## src/rtl/branch_pkg.sv

```systemverilog
// Shared branch definitions: funct3 condition codes and the resolved-branch
// result record used by execute, decode and the trap unit.
package branch_pkg;

    localparam int MAX_XLEN = 64;

    localparam logic [2:0] F3_BEQ  = 3'b000;
    localparam logic [2:0] F3_BNE  = 3'b001;
    localparam logic [2:0] F3_BLT  = 3'b100;
    localparam logic [2:0] F3_BGE  = 3'b101;
    localparam logic [2:0] F3_BLTU = 3'b110;
    localparam logic [2:0] F3_BGEU = 3'b111;

    // new_pc is sized for the widest datapath; narrower units zero-extend.
    typedef struct packed {
        logic                taken;
        logic [MAX_XLEN-1:0] new_pc;
        logic                mispredict;
        logic                error_illegal;
        logic                error_misaligned;
    } branch_result_t;

endpackage

```

## src/rtl/branch_compare.sv

```systemverilog
// Branch condition evaluator: decides taken/illegal from funct3 and the two
// register operands. Purely combinational.
module branch_compare
    import branch_pkg::*;
#(
    parameter int XLEN = 32
) (
    input  logic [2:0]      funct3,
    input  logic [XLEN-1:0] lhs,
    input  logic [XLEN-1:0] rhs,
    output logic            taken,
    output logic            illegal
);

    logic [XLEN-1:0] lhs_biased;
    logic [XLEN-1:0] rhs_biased;
    logic            equal;
    logic            less_unsigned;
    logic            less_signed;

    // Flipping the sign bits turns a signed compare into an unsigned one.
    assign lhs_biased    = {~lhs[XLEN-1], lhs[XLEN-2:0]};
    assign rhs_biased    = {~rhs[XLEN-1], rhs[XLEN-2:0]};
    assign equal         = (lhs == rhs);
    assign less_unsigned = (lhs < rhs);
    assign less_signed   = (lhs_biased < rhs_biased);

    always_comb begin
        taken   = 1'b0;
        illegal = 1'b0;
        case (funct3)
            F3_BEQ:  taken = equal;
            F3_BNE:  taken = !equal;
            F3_BLT:  taken = less_signed;
            F3_BGE:  taken = !less_signed;
            F3_BLTU: taken = less_unsigned;
            F3_BGEU: taken = !less_unsigned;
            default: illegal = 1'b1;
        endcase
    end

endmodule

```

## src/rtl/branch_unit.sv

```systemverilog
// Registered branch-resolution unit: computes target/fallthrough, flags bad
// encodings and alignment, holds one result behind ready/valid, counts events.
module branch_unit
    import branch_pkg::*;
#(
    parameter int XLEN        = 32,
    parameter int IALIGN      = 32,
    parameter int COUNT_WIDTH = 32
) (
    input  logic                   clock,
    input  logic                   clear,
    input  logic                   flush,
    input  logic                   in_valid,
    output logic                   in_ready,
    input  logic [XLEN-1:0]        pc,
    input  logic [XLEN-1:0]        lhs,
    input  logic [XLEN-1:0]        rhs,
    input  logic [XLEN-1:0]        b_immediate,
    input  logic [2:0]             funct3,
    input  logic                   compressed,
    input  logic                   predicted_taken,
    output logic                   out_valid,
    input  logic                   out_ready,
    output logic                   taken,
    output logic [XLEN-1:0]        new_pc,
    output logic                   mispredict,
    output logic                   error_illegal,
    output logic                   error_misaligned,
    output logic [COUNT_WIDTH-1:0] resolved_count,
    output logic [COUNT_WIDTH-1:0] mispredict_count
);

    logic            cmp_taken;
    logic            cmp_illegal;
    logic            is_compressed;
    logic            misaligned;
    logic            accept;
    logic            handshake;
    logic [XLEN-1:0] target;
    logic [XLEN-1:0] fallthrough;
    branch_result_t  result_d;
    branch_result_t  result_q;

    branch_compare #(.XLEN(XLEN)) u_compare (
        .funct3  (funct3),
        .lhs     (lhs),
        .rhs     (rhs),
        .taken   (cmp_taken),
        .illegal (cmp_illegal)
    );

    // Without the C extension there are no 16-bit branches to step over.
    assign is_compressed = (IALIGN == 16) ? compressed : 1'b0;
    assign target        = pc + b_immediate;
    assign fallthrough   = pc + (is_compressed ? XLEN'(2) : XLEN'(4));
    assign misaligned    = cmp_taken &
                           ((IALIGN == 32) ? (target[1:0] != 2'b00) : target[0]);

    assign in_ready  = !out_valid || out_ready;
    assign accept    = in_valid && in_ready && !flush;
    assign handshake = out_valid && out_ready;

    // Illegal encodings report a clean zero result; a misaligned target is
    // still carried on new_pc so the trap unit can use it as mtval.
    always_comb begin
        result_d = '0;
        if (cmp_illegal) begin
            result_d.error_illegal = 1'b1;
        end else begin
            result_d.taken            = cmp_taken;
            result_d.error_misaligned = misaligned;
            result_d.new_pc           = MAX_XLEN'(cmp_taken ? target : fallthrough);
            result_d.mispredict       = !misaligned && (cmp_taken != predicted_taken);
        end
    end

    always_ff @(posedge clock) begin
        if (clear) begin
            out_valid        <= 1'b0;
            result_q         <= '0;
            resolved_count   <= '0;
            mispredict_count <= '0;
        end else begin
            if (accept) begin
                out_valid <= 1'b1;
                result_q  <= result_d;
            end else if (flush || handshake) begin
                out_valid <= 1'b0;
            end

            // Counters see the result leaving, even when a flush hits the same cycle.
            if (handshake) begin
                if (resolved_count != '1) begin
                    resolved_count <= resolved_count + COUNT_WIDTH'(1);
                end
                if (result_q.mispredict && (mispredict_count != '1)) begin
                    mispredict_count <= mispredict_count + COUNT_WIDTH'(1);
                end
            end
        end
    end

    assign taken            = result_q.taken;
    assign new_pc           = result_q.new_pc[XLEN-1:0];
    assign mispredict       = result_q.mispredict;
    assign error_illegal    = result_q.error_illegal;
    assign error_misaligned = result_q.error_misaligned;

    generate
        if (XLEN < MAX_XLEN) begin : g_pc_pad
            logic unused_pc_pad;
            assign unused_pc_pad = ^result_q.new_pc[MAX_XLEN-1:XLEN];
        end
    endgenerate

endmodule

```

## config.mk

```make
export PLATFORM = sky130hd
export DESIGN_NAME = branch_unit
export DESIGN_NICKNAME = d
export VERILOG_FILES = /design/src/rtl/branch_pkg.sv /design/src/rtl/branch_compare.sv /design/src/rtl/branch_unit.sv
export SDC_FILE = /design/constraint.sdc
export NUM_CORES = 1
export LEC_CHECK = 0
export ABC_AREA = 0
export CORE_MARGIN = 4
export CORE_UTILIZATION = 43
export CTS_CLUSTER_DIAMETER = 100
export DETAILED_ROUTE_END_ITERATION = 10
export GPL_TIMING_DRIVEN = 0
export PLACE_DENSITY = 0.78
export SKIP_CTS_REPAIR_TIMING = 1
export SKIP_LAST_GASP = 1
export SYNTH_ARGS = -nofsm -noshare
export SYNTH_HDL_FRONTEND = slang
export SYNTH_SLANG_ARGS = --single-unit
```

## constraint.sdc

```tcl
create_clock -name clock -period 3.3 [get_ports clock]
set_clock_uncertainty 0.15 [all_clocks]
set_input_delay 0.66 -clock clock [delete_from_list [all_inputs] [get_ports clock]]
set_output_delay 0.66 -clock clock [all_outputs]
set_load 0.005 [all_outputs]
```

==> results, run 1 <==
- The run finished, with violations left.
- The checks that failed: setup timing.
- In this run the cell area of the synthesized design comes to 0.007487 mm2.
- The power per cell area is 300.4 mW/mm2.
- The worst setup path is launched from an input pin.
- The clock input transition at the sequential cells of the worst setup and hold paths is 0.07 ns.
- The first element of the critical path is pc[14].
- The final layout contains routed wiring with a total length of 24030 um.
- The layer flagged by global routing as most heavily used is met2.
- The met1 track utilization from global routing is 0.2647.
- In this run the static leakage power is 4.882 nW.
- The design draws 3.430 mW.
- For this run, the leading register cell type out of synthesis is dfxtp_1.
- The final-report max-slew violation count is 0.
- The mean number of vias per cell is 5.466.
- The fmax is 0.3008 GHz.
- The placement row count is 47.
- The global routing met2 resource utilization is 0.3768.
- Entering global routing, the biggest net connects 20 pins.
- Max-cap violations in this run came to 0.
- The worst ir drop on vdd is 0.2641 mV.
- Setup violations remaining at the end of the flow were counted as 4.
- The flip-flop and latch count after synthesis is 101.
- The number of global-route vias before repair is 7286.
- In this run the horizontal extent of the chip is 140.0 um.
- The kind of path behind the tightest hold check is register to register.
- The H-tree was split into 3 levels.
- After layout, the minimum clock period comes to 3.324 ns.
- TritonCTS built the clock tree.
- The total placed cells including tap cells is 1388.
- The detailed router placed 7784 vias in this run.
- At the end of the flow, the number of nets in the layout was 1403.
- The total overflow left after global routing is 0.
- In the synthesized netlist the async set-or-reset flop fraction comes to 0.
- Routability-driven placement finished with a final weighted congestion of 0.9042.
- Counting every sink on the clock net gives 101.
- For this run, global-route usage on met3 was measured as 0.03374.
- The proportion of synthesized chip area in sequential cells is 0.2701.
- The detailed-route wire length per cell is 16.87 um.
- The portion of synthesized cell area occupied by the leading cell type is 0.2701.
- The endpoint of the worst register-to-register path is mispredict_count[31].
- The initial utilization of the core area, before any placement, comes to 0.4452.
- The number of port buffers is 237.
- The netlist uses 64 different library cells.
- The mean area per synthesized cell is 8.042 um2.
- The hold violation count in the final report came to 0.
- Counting every instance in the synthesized netlist gives 931.
- dfxtp_1 is the most common cell in the netlist.
- The count of cells in the finished layout, fillers not included, comes to 1424.
- The number of clock buffers added by TritonCTS is 9.
- Of the cells placed in the final design, the portion with a size suffix greater than 1 is 0.1248.
- The core region is 0.01682 mm2.
- In this run, synthesis inferred 0 flip-flops with an integrated enable.
- The slew of the pin with the lowest slew margin is 0.6921 ns.
- The height of the die is 140.0 um.
- The number of iterations in the first detailed-routing pass is 5.
- Clock latency on the worst-skew pair, taken at its later pin, is 0.35 ns.
- For this run, design rule violations remaining after detail routing come to 0.
- The I/O pin total is 240.
- In this run the most critical hold path is launched from error_misaligned.
- In this run the worst setup path terminates at new_pc[24].
- In this run the tightest slew margin relative to its limit is 0.5361.
- In this run, the number of DRC markers left after iteration 0 of detailed routing was 357.
- The commonest cells after synthesis are dfxtp_1, nor2_1, nand2_1, ha_1, xor2_1.
- Of all cell types, the one taking the most synthesized area is dfxtp_1.
- For this run, the share of the core covered by cells in the final layout is 0.6788.
- The cell chosen for the clock root is clkbuf_16.
- Setup repair after global routing could not meet its margin everywhere.
- The slack of the worst reg-to-reg path is 0.55 ns.
- For this run, the number of Yosys warnings is 0.
- Setup slack on the critical path of the routed design comes to -0.02446 ns.
- The worst-case clock buffer depth is 2.
- The layout overhead on the synthesized area is 52.49%.
- The estimated wirelength of the detail-placed design is 17870 um.
- After synthesis, the cell types taking the most area are dfxtp_1, ha_1, xor2_1.
- The largest driver fanout on the critical path is 5.
- The type of element capturing the critical path is a register.
- The required time of the critical path is 3.39 ns.
- The number of antenna violations at the first check in global routing was 2.
- The die area is 0.01959 mm2.
- The launching point of the worst reg2reg path is mispredict_count[0].
- The critical path is of the input pin to register type.
- Of the available clock period, the critical path in the final layout requires 1.007.
- The global-route wire length before repair is 35110 um.
- The data arrival time of the critical path is 3.42 ns.
- The worst register-to-register path has a depth of 10.
- Counting every net in the synthesized netlist gives 1137.
- In this run the remaining antenna-violating nets after routing total 0.
- In the global route stage, overall resource usage came out at 0.2136.
## power breakdown
| part | leakage (nW) | switching, mW | internal [mW] | total (mW) |
|---|---|---|---|---|
| logic | 3.92 | 0.514 | 0.569 | 1.08 |
| registers | 0.817 | 0.0169 | 1.25 | 1.26 |
| clock network | 0.146 | 0.529 | 0.556 | 1.08 |
| total | 4.88 | 1.06 | 2.37 | 3.43 |
## routing by layer
layer | vias up | part of all wire
met5 | - | 0
met4 | 0 | 0.034
met3 | 54 | 0.041
met2 | 212 | 0.51
met1 | 3651 | 0.42
li1 | 3867 | -
## placed cells by master, fill, tap and decap left out, types with 6 or more instances in the layout
master,instances
clkdlybuf4s50_1,167
inv_2,25
ha_4,28
o21bai_1,10
dlymetal6s2s_1,69
mux2i_1,24
clkbuf_16,12
or3_1,11
a21oi_1,38
a22o_1,7
nor2_1,99
clkbuf_1,23
ha_1,33
dfxtp_1,101
xor2_1,61
nor2b_1,8
inv_1,26
and3_1,15
buf_4,14
nand2_1,88
a21oi_2,11
and4_1,17
nand4_1,34
nand3_1,39
o21a_1,7
ha_2,6
o21ai_1,18
o21ai_0,26
nor3_1,13
a21o_1,16
and2_1,6
o211ai_1,6
xnor2_1,48
## critical path, cell delays in order
cell             delay (ns)
clkdlybuf4s50_1        0.48
ha_1                   0.42
nand2_1                0.10
o21bai_1               0.19
or3_1                  0.37
o21ai_2                0.30
a31oi_2                0.18
o31ai_1                0.27
xnor2_1                0.15
nand2_1                0.06
a32o_1                 0.23
## kinds of logic after synthesis
kind of cell    Yosys count  share of synthesized area
simple gates            361                     0.2410
compound gates          181                     0.1624
xor+xnor                109                     0.1275
flops                   101                     0.2701
buf+inv                  79                    0.04161
fa+ha+maj                68                     0.1146
mux                      32                    0.04278
## area by class of cell
type	count	area, um2
clock inverter	6	63.81
sequential	101	2022
timing repair buffer	255	2731
inverter	51	191.4
clock buffer	10	239.0
tap	220	275.3
antenna	2	5.005
multi-input combinational	751	5741
buffer	28	148.9
fill	1345	5401
## flip-flops by register name, indices dropped and copies added, names as in the netlist
signal            count
taken                 1
error_illegal         1
out_valid             1
mispredict_count     32
resolved_count       32
new_pc               32
error_misaligned      1
mispredict            1
## worst min-delay path by stage
| stage | to | slack [ns] | depth (start not counted) |
|---|---|---|---|
| 3_5_place_dp | new_pc[12] | 0.29 | 2 |
| 2_1_floorplan | error_misaligned | 0.30 | 2 |
| 5_1_grt | new_pc[26] | 0.33 | 2 |
| 4_1_cts | error_misaligned | 0.30 | 2 |
| 3_3_place_gp | new_pc[0] | 0.29 | 2 |
| 6_report | error_misaligned | 0.30 | 2 |
## stage by stage
step | hold slack [ns] | TNS, ns | worst slack [ns] | area, um2
floorplan | 0.2982 | 0 | 0.01780 | 7487
global placement | 0.2852 | -20.72 | -0.8272 | 10130
detailed placement | 0.2914 | -22.74 | -0.8266 | 10130
CTS | 0.3044 | -9.896 | -0.4728 | 10440
global route | 0.3291 | -1.412 | -0.1941 | 11420
finish | 0.3026 | -0.04568 | -0.02446 | 11420
Power figures use the tool's default switching activity.
==> run 2: changes to the inputs <==
- CORE_UTILIZATION: 43 -> 48
- PLACE_DENSITY: 0.78 -> 0.83
- clock period: 3.3 -> 3.7 ns (I/O delays scaled with it)
==> results, run 2 (same netlist as run 1, synthesis figures left out) <==
- The flow ran to the end, and the final reports show no timing, DRC or antenna violations.
- The fmax is 0.2741 GHz.
- The sum of negative setup slack is 0 ns (+0.04568 ns).
- The type of the worst setup path is input pin to register.
- The number of sinks handled by clock tree synthesis is 101 (unchanged).
- The total number of vias is 7601 (-2.4%).
- The number of port buffers came to 237 (unchanged).
- The largest net degree at the start of global routing came to 19 (-5.0%).
- The ratio of final minimum period to clock period is 0.9862.
- The post-detailed-route count of antenna-violating nets is 0 (unchanged).
- The number of antenna violations at the first check in global routing is 0 (-2).
- The number of iterations in the first detailed-routing pass is 5 (unchanged).
- The die width is 132.9 um (-5.0%).
- The slew of the pin with the lowest slew margin is 0.8466 ns (+0.1546 ns).
- The CTS tree is done.
- The relative max-transition margin is 0.4325 (-0.1036).
- The placement row count is 45 (-4.3%).
- The routed wire length is 21780 um (-9.3%).
- The library cell used most frequently in the layout, excluding fill and tap cells, is clkdlybuf4s50_1.
- The hold violation count in the final report came to 0 (unchanged).
- The remaining global-route overflow came to 0 (unchanged).
- The final routed DRC violation total was 0 (unchanged).
- The clock buffer count from CTS came to 9 (unchanged).
- The worst ir drop on vdd is 0.2392 mV (-9.4%).
- The final-report max-slew violation count is 0 (unchanged).
- The count of endpoints failing setup in the final report came to 0 (-4).
- The final net count is 1392 (-0.78%).
- The critical path launch point type is an input pin.
- The required time of the critical path is 3.78 ns (+0.39 ns).
- The utilization after layout is 0.6915 (+0.01267).
- The fraction of layout cells with a size suffix above 1 is 0.04454 (-0.08025).
- The final period demand of the worst path is 3.649 ns.
- The area inside the core boundary is 0.01526 mm2 (-9.3%).
- The leakage component of the power was 4.177 nW (-14%).
- The final RePlAce weighted congestion is 0.9276 (+2.6%).
- The worst-skew pair later-pin latency came to 0.35 ns (about the same).
- The estimated wirelength of the detail-placed design was 17500 um (-2.1%).
- The clock input transition at the sequential cells of the worst setup and hold paths is 0.07 ns (about the same).
- In the layout the commonest cells are clkdlybuf4s50_1, dfxtp_1, nor2_1.
- The design area is 0.01055 mm2 (-7.6%).
- The global-route total usage across every layer was 0.2356 (+0.02199).
- The number of global-route vias before repair was 7210 (-1.0%).
- The I/O pin total is 240 (unchanged).
- The starting utilization of the core area is 0.4907 (+0.04552).
- The final standard cell count with taps included and fillers excluded is 1401 (-1.6%).
- The setup slack after layout is 0.05105 ns (+0.07551 ns).
- The worst setup path is captured at a register.
- Relative to the synthesized area, the layout overhead comes to 40.93%.
- The number of antenna cells inserted came to 0 (-2).
- The kind of path behind the tightest hold check is register to register.
- The data arrival time of the critical path is 3.73 ns (+0.31 ns).
- The number of violations of the max-capacitance limit is 0 (unchanged).
- The worst hold slack after final layout was 0.3061 ns (+0.003468 ns).
- The worst setup slack before clock tree synthesis was -0.5599 ns (+0.2666 ns).
- The height of the die is 132.9 um (-5.0%).
- The power per cell area was 272.1 mW/mm2 (-9.4%).
- The total placed cells including tap cells is 1379 (-0.65%).
- The worst-case clock buffer depth came to 2 (unchanged).
- The post-layout total power is 2.871 mW (-16%).
- The detailed-route wire length per cell is 15.55 um (-7.9%).
- The global-route wire length before repair is 34670 um (-1.3%).
- The largest driver fanout on the critical path was 4 (-1).
- Setup repair after global routing could not meet its margin everywhere.
- The mean number of vias per cell is 5.425 (-0.75%).
- CTS placed an instance of clkbuf_16 at the clock tree root.
- The number of H-tree levels came to 3 (unchanged).
- The area of placed instances is 0.01012 mm2 (-0.11%).
- The DRC violation total after the first TritonRoute iteration is 411 (+15%).
- The die area is 0.01766 mm2 (-9.8%).
[run 2: changes by cell type in the layout (fill, tap and decap cells not counted), moves of 9 or more]
cell,delta
ha_4,-28
a21oi_1,+9
clkdlybuf4s50_1,+70
inv_1,+25
inv_2,-25
dlymetal6s2s_1,-69
o21ai_1,-15
o21ai_0,+17
ha_1,+33
[run 2: worst max-delay path, stage by stage]
cell and delay [ns]:
clkdlybuf4s50_1 0.43, ha_2 0.22, fa_2 0.38, a211oi_2 0.29
o21ai_1 0.12, a221oi_2 0.39, o21ai_2 0.17, a21oi_4 0.24
o2111ai_2 0.17, a21oi_2 0.18, xnor2_2 0.10, a221o_1 0.30
[run 2: report_power, final]
group,switching (mW),internal (mW)
combinational,0.397,0.433
clock,0.447,0.466
sequential,0.0159,1.11
total,0.860,2.01
[run 2: layout make-up]
cell class                      instances  area [um2]
Inverter                               51       191.4
Multi-Input combinational cell        751        5238
Tap cell                              211       264.0
Clock inverter                          6       58.81
Clock buffer                            9       225.2
Sequential cell                       101        2022
Buffer                                 28       127.6
Timing Repair Buffer                  244        2425
Fill cell                            1253        4707
[run 2: final timing paths]
kind / start / endpoint / slack [ns] / cells after the start
worst max register to register: mispredict_count[0] / mispredict_count[31] / 0.88 / 10
worst min-delay path: error_misaligned / error_misaligned / 0.31 / 2
worst min register to register: error_misaligned / error_misaligned / 0.31 / 2
worst max-delay path: pc[0] / new_pc[30] / 0.05 / 12
[run 2: routing by layer]
layer  GRT usage  vias to the layer above  part of all wire
met5           0                        -                 0
met4     0.06871                        0             0.015
met3     0.03536                       25             0.053
met2      0.4145                      222              0.50
met1      0.2979                     3525              0.43
li1            -                     3829                 -
==> run 3: changes to the inputs <==
- RECOVER_POWER: unset -> 50
==> results, run 3 (same netlist as run 1, synthesis figures left out) <==
- The remaining global-route overflow was 0 (unchanged).
- The mean number of vias per cell was 5.452 (+0.49%).
- The final routed DRC violation total is 0 (unchanged).
- The layout overhead on the synthesized area is 40.86% (about the same).
- The largest driver fanout on the critical path is 4 (unchanged).
- The die area is 0.01766 mm2 (unchanged).
- Traced cell by cell, the critical path runs through clkdlybuf4s50_1 > ha_2 > fa_2 > a211oi_2 > o21ai_1 > a221oi_2 > o21ai_2 > a21oi_4 > o2111ai_2 > a21oi_2 > xnor2_2 > a221o_1.
- The number of H-tree levels is 3 (unchanged).
- The detailed-route wire length per cell is 15.54 um (about the same).
- The routed wire length is 21780 um (about the same).
- The largest net degree at the start of global routing is 19 (unchanged).
- The placement row count came to 45 (unchanged).
- The design area is 0.01055 mm2 (about the same).
- The worst hold path belongs to the class register to register.
- The worst ir drop on vdd is 0.2393 mV (about the same).
- The clock buffer count from CTS is 9 (unchanged).
- By startpoint and endpoint, the worst setup path is classified as input pin to register.
- The library cells used most frequently in the layout, excluding fill and tap cells, are clkdlybuf4s50_1, dfxtp_1, nor2_1.
- The cell chosen for the clock root is clkbuf_16.
- The global-route wire length before repair came to 34670 um (unchanged).
- The data arrival time of the critical path was 3.73 ns (about the same).
- The worst setup slack before clock tree synthesis is -0.5599 ns (unchanged).
- The estimated wirelength of the detail-placed design was 17500 um (unchanged).
- The final-report max-slew violation count is 0 (unchanged).
- The fraction of layout cells with a size suffix above 1 came to 0.04370 (-0.0008403).
- The final RePlAce weighted congestion is 0.9276 (unchanged).
- The setup slack after layout is 0.05400 ns (+0.002954 ns).
- The detailed-routing wirelength on met1 is 9374 um (+0.31%).
- The I/O pin total is 240 (unchanged).
- The fmax is 0.2743 GHz (about the same).
- The number of iterations in the first detailed-routing pass is 4 (-1).
- The final period demand of the worst path was 3.646 ns (-0.002954 ns).
- The final standard cell count with taps included and fillers excluded was 1401 (unchanged).
- The number of antenna violations at the first check in global routing is 0 (unchanged).
- The worst setup path is captured at a register.
- The leakage component of the power is 4.489 nW (+7.5%).
- The count of endpoints failing setup in the final report is 0 (unchanged).
- The number of global-route vias before repair is 7210 (unchanged).
- The layout filler cell count is 1254 (+0.080%).
- The global-route total usage across every layer is 0.2356 (unchanged).
- The number of violations of the max-capacitance limit came to 0 (unchanged).
- The DRC violation total after the first TritonRoute iteration is 417 (+1.5%).
- The number of port buffers was 237 (unchanged).
- Setup repair after global routing could not meet its margin everywhere.
- The total placed cells including tap cells is 1379 (unchanged).
- Leaving out fill and tap cells, the most frequent cell in the layout is clkdlybuf4s50_1.
- The required time of the critical path is 3.78 ns (about the same).
- The total number of vias is 7638 (+0.49%).
- The post-detailed-route count of antenna-violating nets is 0 (unchanged).
- The cell with the biggest individual delay on the critical path is clkdlybuf4s50_1.
- The die width is 132.9 um (unchanged).
- The worst-skew pair later-pin latency is 0.35 ns (about the same).
- The height of the die is 132.9 um (unchanged).
- The slew of the pin with the lowest slew margin is 0.8393 ns (-0.007347 ns).
- The critical path launch point type is an input pin.
- The highest signal layer in the routed design is met4.
- The area of placed instances is 0.01012 mm2 (unchanged).
- The worst-case clock buffer depth came to 2 (unchanged).
- The clock input transition at the sequential cells of the worst setup and hold paths is 0.07 ns (about the same).
- The relative max-transition margin is 0.4374 (+0.004925).
- The hold violation count in the final report is 0 (unchanged).
- The total met3 wirelength after detailed routing is 1087 um (-5.0%).
- The number of antenna cells inserted is 0 (unchanged).
- The final net count is 1392 (unchanged).
- The amount of wire on met2 after detailed routing is 10990 um (+0.36%).
- The run finished with clean final reports.
- The power per cell area is 271.3 mW/mm2 (-0.29%).
- The worst stage delay on the critical path is 0.43 ns (about the same).
- The ratio of final minimum period to clock period came to 0.9854 (about the same).
- The number of sinks handled by clock tree synthesis is 101 (unchanged).
- The area inside the core boundary came to 0.01526 mm2 (unchanged).
- The starting utilization of the core area is 0.4907 (unchanged).
- TritonCTS built the clock tree.
[run 3: worst max-delay path, delay by kind of cell]
family / cells / cell delay (ns)
XOR/XNOR: 1 / 0.10
AO/OA/AOI/OAI: 8 / 1.86
adder cells (fa/ha/maj): 2 / 0.60
buffers and inverters: 1 / 0.43
[run 3: area by class of cell]
cell class,count,area (um2),share of cell area
clock buffer,9,225.2,0.02135
timing repair buffer,244,2425,0.2299
tap,211,264.0,0.02503
multi-input combinational,751,5233,0.4961
buffer,28,127.6,0.01210
inverter,51,191.4,0.01815
sequential,101,2022,0.1917
clock inverter,6,58.81,0.005576
[run 3: power breakdown]
part           internal, mW  switching [mW]  total (mW)
clock                 0.466           0.447       0.913
combinational         0.424           0.398       0.822
sequential             1.11          0.0148        1.13
total                  2.00           0.860        2.86
[run 3: path summary, 6_finish.rpt]
| check | cells after the start | endpoint | slack (ns) | startpoint |
|---|---|---|---|---|
| worst max-delay path | 12 | new_pc[30] | 0.05 | pc[0] |
| worst min-delay path | 2 | new_pc[1] | 0.30 | new_pc[1] |
| worst max register to register | 9 | resolved_count[29] | 0.67 | resolved_count[5] |
| worst min register to register | 2 | new_pc[1] | 0.30 | new_pc[1] |
[run 3: per-layer routing]
metal  up-vias  GRT usage
met1      3565     0.2979
li1       3831          -
met4         0    0.06871
met2       218     0.4145
met3        24    0.03536
met5         -          0
[run 3: per-stage QoR]
stage	hold slack, ns	power, mW	utilization	TNS (ns)
after floorplan	0.2982	1.610	-	0
after global placement	0.2834	1.930	0.6635	-10.43
after detailed placement	0.2951	1.941	0.6635	-11.40
after CTS	0.3092	2.854	0.6821	-0.8812
after global routing	0.3307	3.004	0.6912	-0.07267
final	0.3016	2.861	0.6912	0
